[src/rtl/state_dump_ctrl.sv]
// Run-and-dump controller: resets the core, runs it for a bounded window, then
// streams int regs, RNS regs and non-zero memory words out over valid/ready.
module state_dump_ctrl #(
  parameter int DATA_W       = 16,
  parameter int INT_REGS     = 8,
  parameter int RNS_REGS     = 8,
  parameter int MEM_AW       = 16,
  parameter int RESET_CYCLES = 5,
  parameter int RUN_CYCLES   = 95,
  parameter int SKIP_ZERO    = 1
) (
  input  logic              clk,
  input  logic              reset,
  input  logic              start,
  input  logic              core_halt,
  output logic              core_reset,
  output logic              core_run,
  output logic [1:0]        rd_sel,
  output logic [MEM_AW-1:0] rd_addr,
  input  logic [DATA_W-1:0] rd_data,
  output logic              dump_valid,
  input  logic              dump_ready,
  output logic [1:0]        dump_kind,
  output logic [MEM_AW-1:0] dump_index,
  output logic [DATA_W-1:0] dump_data,
  output logic              busy,
  output logic              done,
  output logic              timed_out,
  output logic [31:0]       cycle_count
);

  typedef enum logic [2:0] {
    S_IDLE, S_RST, S_RUN, S_ISSUE, S_WAIT, S_EMIT, S_DONE
  } state_t;

  localparam logic [1:0] SEL_INT = 2'd0;
  localparam logic [1:0] SEL_RNS = 2'd1;
  localparam logic [1:0] SEL_MEM = 2'd2;

  localparam logic [1:0] FIRST_SEL = (INT_REGS > 0) ? SEL_INT :
                                     (RNS_REGS > 0) ? SEL_RNS : SEL_MEM;
  localparam logic [MEM_AW-1:0] INT_LAST = MEM_AW'(INT_REGS - 1);
  localparam logic [MEM_AW-1:0] RNS_LAST = MEM_AW'(RNS_REGS - 1);
  localparam logic [31:0]       RST_LAST = (RESET_CYCLES > 0) ? 32'(RESET_CYCLES - 1) : 32'd0;
  localparam logic [32:0]       RUN_LIM  = 33'(RUN_CYCLES);

  state_t              state_q, state_d;
  logic [31:0]         rst_cnt_q, rst_cnt_d;
  logic [31:0]         cycle_count_q, cycle_count_d;
  logic                timed_out_q, timed_out_d;
  logic [1:0]          rd_sel_q, rd_sel_d;
  logic [MEM_AW-1:0]   rd_addr_q, rd_addr_d;
  logic [1:0]          dump_kind_q, dump_kind_d;
  logic [MEM_AW-1:0]   dump_index_q, dump_index_d;
  logic [DATA_W-1:0]   dump_data_q, dump_data_d;

  logic [1:0]          adv_sel;
  logic [MEM_AW-1:0]   adv_addr;
  logic                adv_end;
  logic                run_end;
  logic                skip_word;

  // Successor of the current read position in dump order; empty arrays are hopped over.
  always_comb begin
    adv_sel  = rd_sel_q;
    adv_addr = rd_addr_q + 1'b1;
    adv_end  = 1'b0;
    case (rd_sel_q)
      SEL_INT: begin
        if (rd_addr_q == INT_LAST) begin
          adv_sel  = (RNS_REGS > 0) ? SEL_RNS : SEL_MEM;
          adv_addr = '0;
        end
      end
      SEL_RNS: begin
        if (rd_addr_q == RNS_LAST) begin
          adv_sel  = SEL_MEM;
          adv_addr = '0;
        end
      end
      default: begin
        if (rd_addr_q == '1) begin
          adv_end = 1'b1;
        end
      end
    endcase
  end

  assign run_end   = core_halt || (({1'b0, cycle_count_q} + 33'd1) >= RUN_LIM);
  assign skip_word = (SKIP_ZERO != 0) && (rd_sel_q == SEL_MEM) && (rd_data == '0);

  always_comb begin
    state_d       = state_q;
    rst_cnt_d     = rst_cnt_q;
    cycle_count_d = cycle_count_q;
    timed_out_d   = timed_out_q;
    rd_sel_d      = rd_sel_q;
    rd_addr_d     = rd_addr_q;
    dump_kind_d   = dump_kind_q;
    dump_index_d  = dump_index_q;
    dump_data_d   = dump_data_q;

    case (state_q)
      S_IDLE, S_DONE: begin
        if (start) begin
          state_d       = S_RST;
          rst_cnt_d     = '0;
          cycle_count_d = '0;
          timed_out_d   = 1'b0;
        end
      end
      S_RST: begin
        rst_cnt_d = rst_cnt_q + 32'd1;
        if (rst_cnt_q >= RST_LAST) begin
          state_d = S_RUN;
        end
      end
      S_RUN: begin
        if (cycle_count_q != '1) begin
          cycle_count_d = cycle_count_q + 32'd1;
        end
        if (run_end) begin
          // A halt arriving on the timeout cycle still counts as a clean halt.
          timed_out_d = !core_halt;
          state_d     = S_ISSUE;
          rd_sel_d    = FIRST_SEL;
          rd_addr_d   = '0;
        end
      end
      S_ISSUE: begin
        state_d = S_WAIT;
      end
      S_WAIT: begin
        if (skip_word) begin
          if (adv_end) begin
            state_d = S_DONE;
          end else begin
            state_d   = S_ISSUE;
            rd_sel_d  = adv_sel;
            rd_addr_d = adv_addr;
          end
        end else begin
          state_d      = S_EMIT;
          dump_kind_d  = rd_sel_q;
          dump_index_d = rd_addr_q;
          dump_data_d  = rd_data;
        end
      end
      S_EMIT: begin
        if (dump_ready) begin
          if (adv_end) begin
            state_d = S_DONE;
          end else begin
            state_d   = S_ISSUE;
            rd_sel_d  = adv_sel;
            rd_addr_d = adv_addr;
          end
        end
      end
      default: begin
        state_d = S_IDLE;
      end
    endcase
  end

  always_ff @(posedge clk or posedge reset) begin
    if (reset) begin
      state_q       <= S_IDLE;
      rst_cnt_q     <= '0;
      cycle_count_q <= '0;
      timed_out_q   <= 1'b0;
      rd_sel_q      <= '0;
      rd_addr_q     <= '0;
      dump_kind_q   <= '0;
      dump_index_q  <= '0;
      dump_data_q   <= '0;
    end else begin
      state_q       <= state_d;
      rst_cnt_q     <= rst_cnt_d;
      cycle_count_q <= cycle_count_d;
      timed_out_q   <= timed_out_d;
      rd_sel_q      <= rd_sel_d;
      rd_addr_q     <= rd_addr_d;
      dump_kind_q   <= dump_kind_d;
      dump_index_q  <= dump_index_d;
      dump_data_q   <= dump_data_d;
    end
  end

  // Core is held in reset until the first run; after that it stays frozen.
  assign core_reset  = (state_q == S_IDLE) || (state_q == S_RST);
  assign core_run    = (state_q == S_RUN);
  assign busy        = (state_q != S_IDLE) && (state_q != S_DONE);
  assign done        = (state_q == S_DONE);
  assign dump_valid  = (state_q == S_EMIT);
  assign rd_sel      = rd_sel_q;
  assign rd_addr     = rd_addr_q;
  assign dump_kind   = dump_kind_q;
  assign dump_index  = dump_index_q;
  assign dump_data   = dump_data_q;
  assign timed_out   = timed_out_q;
  assign cycle_count = cycle_count_q;

endmodule

[config.mk]
export PLATFORM = sky130hd
export DESIGN_NAME = state_dump_ctrl
export DESIGN_NICKNAME = d
export VERILOG_FILES = /design/src/rtl/state_dump_ctrl.sv
export SDC_FILE = /design/constraint.sdc
export NUM_CORES = 1
export LEC_CHECK = 0
export ABC_AREA = 1
export CAP_MARGIN = 10
export CORE_MARGIN = 2
export CORE_UTILIZATION = 54
export DETAILED_ROUTE_END_ITERATION = 6
export HOLD_SLACK_MARGIN = 0.08
export PLACE_DENSITY = 0.87
export SKIP_CTS_REPAIR_TIMING = 1
export SYNTH_ARGS = -nofsm -noshare
export SYNTH_HDL_FRONTEND = slang
export SYNTH_SLANG_ARGS = --single-unit
export TNS_END_PERCENT = 1
[constraint.sdc]
create_clock -name clk -period 9.15 [get_ports clk]
set_clock_uncertainty 0.2 [all_clocks]
set_input_delay 2.745 -clock clk [delete_from_list [all_inputs] [get_ports clk]]
set_output_delay 2.745 -clock clk [all_outputs]
set_load 0.02 [all_outputs]
# ---- Word-level counts from Yosys, hierarchy flattened
# Cells that the tools add are included.
dict set report classes {
  n_eq_ne 18
  add_sub_neg 4
  bitwise_logic 1
  div_mod_pow 0
  n_shift 0
  n_lt_le_gt_ge 2
  mul 0
  muxes 31
  reduce_logical 20
}
# cell n
set ops {}
lappend ops {{$pmux 32 s2} 2}
lappend ops {{$mux 16} 6}
lappend ops {{$add 32x1->32 const B} 2}
lappend ops {{$mux 32} 2}
lappend ops {{$pmux 16 s3} 1}
lappend ops {{$add 32x1->33 const B} 1}
lappend ops {{$ge 33x7->1 const B} 1}
lappend ops {{$ge 32x3->1 const B} 1}
lappend ops {{$ne 32x32->1 const B} 1}
lappend ops {{$mux 3} 6}
lappend ops {{$pmux 3 s6} 1}
lappend ops {{$add 16x1->16 const B} 1}
lappend ops {{$eq 16x16->1 const B} 1}
lappend ops {{$eq 16x3->1 const B} 1}
lappend ops {{$logic_not 16->1} 1}
lappend ops {{$mux 2} 6}
lappend ops {{$eq 3x3->1 const B} 3}
lappend ops {{$reduce_and 4->1} 2}
lappend ops {{$eq 3x2->1 const B} 2}
lappend ops {{$ne 2x1->1 const B} 3}
lappend ops {{$ne 2x2->1 const B} 3}
lappend ops {{$pmux 2 s3} 1}
lappend ops {{$reduce_and 3->1} 2}
lappend ops {{$reduce_bool 3->1} 2}
lappend ops {{other kinds (16)} 24}
dict set report totals {
  n_memories 0
  word_cells 85
  ram_bits 0
  output_inout_bits 90
  romBits 0
  reg_bits 120
  latchBits 0
  in_bits 21
}

# ---- Logic depth before layout (Yosys ltp)
dict set report logic_depth {
  word_depth 6
  ltp_mapped 17
  mapped_depth_nobuf 16
}

# ---- Least setup slack after synthesis
# OpenSTA, ideal clock, no wires.
dict set report synth_timing {
  path_type {input port to flip-flop}
  startpoint {in rd_data[5]}
  endpoint {reg rd_addr_q[8] (netlist: rd_addr[8])}
  required_time_ps 8827
  path_stages 9
  path_slack_ps 4919
  arrival_time_ps 3907
  path_buffers 1
  setup_time_ps 123
  cell_sequence {nor4_1 -> nand4_1 -> nand3_1 -> nand2_1 -> nor2_1 -> nand2_4 -> buf_12 -> nand2_2 -> o21ai_2}
}
dict set report synth_via {
  elab_chain_len 4
}
# element line_no
set synth_lines {}
lappend synth_lines {{start, declared} 20} ;# input logic [DATA_W-1:0] rd_data,
lappend synth_lines {{$logic_not 16->1} 90} ;# assign skip_word = (SKIP_ZERO != 0) && (rd_sel_q == SEL_MEM) && (rd_data == '0);
lappend synth_lines {{$logic_and 1x1->1} 90}
lappend synth_lines {{$ne 2x2->1 (no line)} n/a}
lappend synth_lines {{$reduce_and 4->1 (no line)} n/a}
lappend synth_lines {{end signal, assigned} 183} ;# rd_addr_q <= rd_addr_d;
lappend synth_lines {{end, declared} 52} ;# logic [MEM_AW-1:0] rd_addr_q, rd_addr_d;
# No other way between the ends.
# A chain may end at the register's enable or synchronous reset.

# ---- Final worst setup path
dict set report layout_timing {
  startpoint {in rd_data[1]}
  endpoint {reg rd_addr_q[6] (netlist: rd_addr[6])}
}
# Same word-level chain as after synthesis.

==> metrics list <==
* Result of the run: finished, violations left
- Violations in the final reports: design-rule violations
- Number of library cell types mapped by synthesis: 44
- Clock net sink count: 120
- The H-tree was split into 4 levels.
* Cell area after synthesis: 0.00687 mm²
* Chip height: 117 µm
- Arrival @ worst endpoint: 5.27 ns
- After the first detailed-routing iteration, the DRC count stood at 711.
* First-pass GRT wire length: 30800 µm
* Worst-case headroom to the max-slew limit: 0.392
* Highest clock rate: 193 MHz
* Compound-cell area share of the yosys netlist: 0.113
- The share of total power dissipated in the clock network is 0.351.
* Placement row count: 41
- Average cell area after synthesis: 7.53 µm²
- In the final routed layout, each cell accounts on average for 15.4 µm.
- Post-synth EDFFs: 0
- Fraction of synthesized cell area taken by the top area cell type: 0.437
- Critical setup path kind: in -> reg
* Final layout net count: 1050
* TritonCTS clock tree: yes
- Share of synthesized area spent on multiplexers: 0.0230
- Of the total power, the share spent switching nets is 0.356.
* Power Density: 235 mW/mm²
- Port buffering added 110 buffers.
* Synthesized netlist net count: 938
- Setup violations remaining at the end of the flow were counted as 0.
- Via count of the first global-routing pass: 6520
* Filler cell count in the final layout: 968
- Among all flip-flop cells after synthesis, the most frequent one is sky130_fd_sc_hd__dfrtp_1.
- In this run the remaining antenna-violating nets after routing total 0.
- Leaving out fill and tap cells, the most frequent cells in the layout are sky130_fd_sc_hd__nand2_1 (240), sky130_fd_sc_hd__dfrtp_1 (120), sky130_fd_sc_hd__clkdlybuf4s50_1 (110), sky130_fd_sc_hd__inv_1 (101), sky130_fd_sc_hd__nor2_1 (95).
- Routability-driven placement finished with a final weighted congestion of 0.901.
* Die outline width: 117 µm
- Final Cycle Share: 0.566
- Final sum of negative setup slack: 0 ns
* Clock Path Buffers: 2
- Entering global routing, the biggest net connects 62 pins.
- The biggest area contributor in the post-synthesis netlist is sky130_fd_sc_hd__dfrtp_1.
- Synthesized flop and latch total: 120
- In this run the clock root is driven by a sky130_fd_sc_hd__clkbuf_16.
- Critical path startpoint category: input pin
* Worst vdd ir: 108 µV
- The internal power of the cells totals 1.32 mW.
- Core Region: 0.0125 mm²
* Antenna violations before repair: 0
- First-pass detailed-route iteration total: 7
* Kind of path behind the tightest hold check: reg -> reg
- After detailed routing, the number of remaining DRC violations is 1.
- Share of total power in combinational logic: 0.322
* Pins over their slew limit: 0
- Routed vias/inst: 5.62
* Number of hold-slack violations in the final timing report: 0
- For this configuration, the core starts out at a cell density of 0.549.
* Parity-gate share of the synthesized area counting xor and xnor cells: 0.00638
- The HPWL after detailed placement is 13000 µm.
- Sum of overflow across all layers after global routing: 0
* Mapped Cells: 912
- Combinational family with the most area after synthesis: simple AND/OR/NAND/NOR gates
- After layout, the minimum clock period comes to 5.17 ns.
* Final Total Pwr: 2.05 mW
* Synthesized-area fraction occupied by and/or/nand/nor cells: 0.334
* Clock slew at the register clock pins of the worst setup and hold paths: 0.05 ns
- During I/O placement, the number of pins put on the boundary was 111.
- Synthesis-to-layout area growth: 27.0%
* Worst Tran Pin Value: 0.910 ns
- The final layout contains routed wiring with a total length of 18600 µm.
* Main area contributors after synthesis: sky130_fd_sc_hd__dfrtp_1 (44%), sky130_fd_sc_hd__nand2_1 (13%), sky130_fd_sc_hd__inv_1 (5.6%)
- Highest fanout seen on the critical path: 57
- Part of the power in registers: 0.327
* Async set-or-reset flop fraction in the synthesized netlist: 1.00
* Number of antenna diodes: 0
* Die footprint: 0.0136 mm²
- During synthesis, Yosys emitted a total of 0 warnings.
- Overall via count from detail_route: 6792
- Setup repair after global routing missed its margin: no
- Commonest non-fill, non-tap cell in the layout: sky130_fd_sc_hd__nand2_1
* Critical path required time: 9.25 ns
- TritonCTS created 17 clock buffers.
- Across every metal layer, demand over resource in global routing totals 0.287.
* Switching power total: 0.730 mW
* Portion of the post-synthesis area used by sequential elements: 0.437
- At the later pin of the worst-skew pair, clock insertion delay measures 0.42 ns.
* Fraction of layout instances using a drive strength above 1: 0.104
- The worst setup path is captured at a flop.
- Max-cap violations in this run came to 0.
- Of the total synthesized cell area, the portion taken by full adders, half adders and majority gates is 0.00911.
- For this design the static power due to leakage is 3.67 nW.
-- sequential cells by signal, indices dropped and copies added (netlist names) --
signal and cells:
rd_sel 2, state_q 3, dump_data 16, timed_out 1, dump_index 16, rd_addr 16
rst_cnt_q 32, dump_kind 2, cycle_count 32
-- final cells by class --
cell class | count | area [µm²] | area share
flip-flops and latches | 120 | 3000 | 0.344
multi-input cells | 663 | 3340 | 0.383
well taps | 172 | 215 | 0.0247
clock inverters | 7 | 139 | 0.0159
repair buffers | 112 | 1120 | 0.128
inverters | 110 | 418 | 0.0479
clock buffers | 25 | 495 | 0.0568
-- worst max-delay path, cell delays in order --
cell and delay, ns:
sky130_fd_sc_hd__clkdlybuf4s50_1 0.41, sky130_fd_sc_hd__inv_1 0.09, sky130_fd_sc_hd__nand4_1 0.10, sky130_fd_sc_hd__nor3_1 0.19
sky130_fd_sc_hd__nand4_1 0.14, sky130_fd_sc_hd__nand3_2 0.08, sky130_fd_sc_hd__buf_4 0.47, sky130_fd_sc_hd__nand2_1 0.13
sky130_fd_sc_hd__nor2_1 0.32, sky130_fd_sc_hd__nand2_4 0.35, sky130_fd_sc_hd__nand2_2 0.17, sky130_fd_sc_hd__o21ai_2 0.06
-- stage by stage --
stage	instances	hold WS (ns)	setup WS, ns	area, µm²	util
floorplan	912	0.275	3.02	6870	-
global placement	1177	0.265	3.71	8090	0.646
detailed placement	1177	0.272	3.60	8090	0.646
CTS	1209	0.288	4.00	8720	0.697
global route	1209	0.308	3.74	8720	0.697
finish	1209	0.284	3.98	8720	0.697
-- power by group through the flow --
stage | Combinational (mW) | Sequential [mW] | Clock, mW
3_5_place_dp | 0.648 | 0.676 | 0
6_report | 0.658 | 0.670 | 0.719
5_1_grt | 0.712 | 0.680 | 0.747
4_1_cts | 0.656 | 0.669 | 0.720
3_3_place_gp | 0.639 | 0.675 | 0
2_1_floorplan | 0.375 | 0.734 | 0
-- kinds of logic after synthesis --
group                    count (synthesis)
AND/OR/NAND/NOR                        506
AO/OA/AOI/OAI                          133
adder cells (fa/ha/maj)                  5
XOR/XNOR                                 5
flip-flops                             120
buffers and inverters                  129
multiplexers                            14
-- path summary, 6_finish.rpt --
kind	start	to	slack [ns]	cells after the start
worst max-delay path	rd_data[1]	rd_addr[6]$_DFFE_PP0P_	3.98	12
worst min-delay path	dump_kind[1]$_DFFE_PP0P_	dump_kind[1]$_DFFE_PP0P_	0.28	2
worst max register to register	state_q[2]$_DFFE_PP0P_	cycle_count[1]$_DFFE_PP0P_	5.97	9
worst min register to register	dump_kind[1]$_DFFE_PP0P_	dump_kind[1]$_DFFE_PP0P_	0.28	2
max in group asynchronous	reset	cycle_count[31]$_DFFE_PP0P_	4.86	3
min in group asynchronous	reset	dump_index[10]$_DFFE_PP0P_	2.62	2
-- cells in the mapped netlist (13+ instances only) --
master	n
sky130_fd_sc_hd__nand2_1	240
sky130_fd_sc_hd__dfrtp_1	120
sky130_fd_sc_hd__inv_1	102
sky130_fd_sc_hd__nor2_1	95
sky130_fd_sc_hd__nand3_1	60
sky130_fd_sc_hd__o21ai_0	55
sky130_fd_sc_hd__nand4_1	29
sky130_fd_sc_hd__a21oi_1	24
sky130_fd_sc_hd__nor3_1	19
sky130_fd_sc_hd__o22ai_1	18
sky130_fd_sc_hd__nand2_2	17
sky130_fd_sc_hd__mux2_2	14
sky130_fd_sc_hd__nor4_1	14
sky130_fd_sc_hd__o21ai_2	14
sky130_fd_sc_hd__clkbuf_1	13
-- layer usage --
layer / global-route usage / up-vias / share of wire
li1: - / 3242 / -
met1: 0.363 / 3228 / 0.41
met2: 0.479 / 265 / 0.50
met3: 0.0572 / 57 / 0.060
met4: 0.131 / 0 / 0.029
met5: 0 / - / 0
Note: power is estimated with default switching activity, not from simulation.
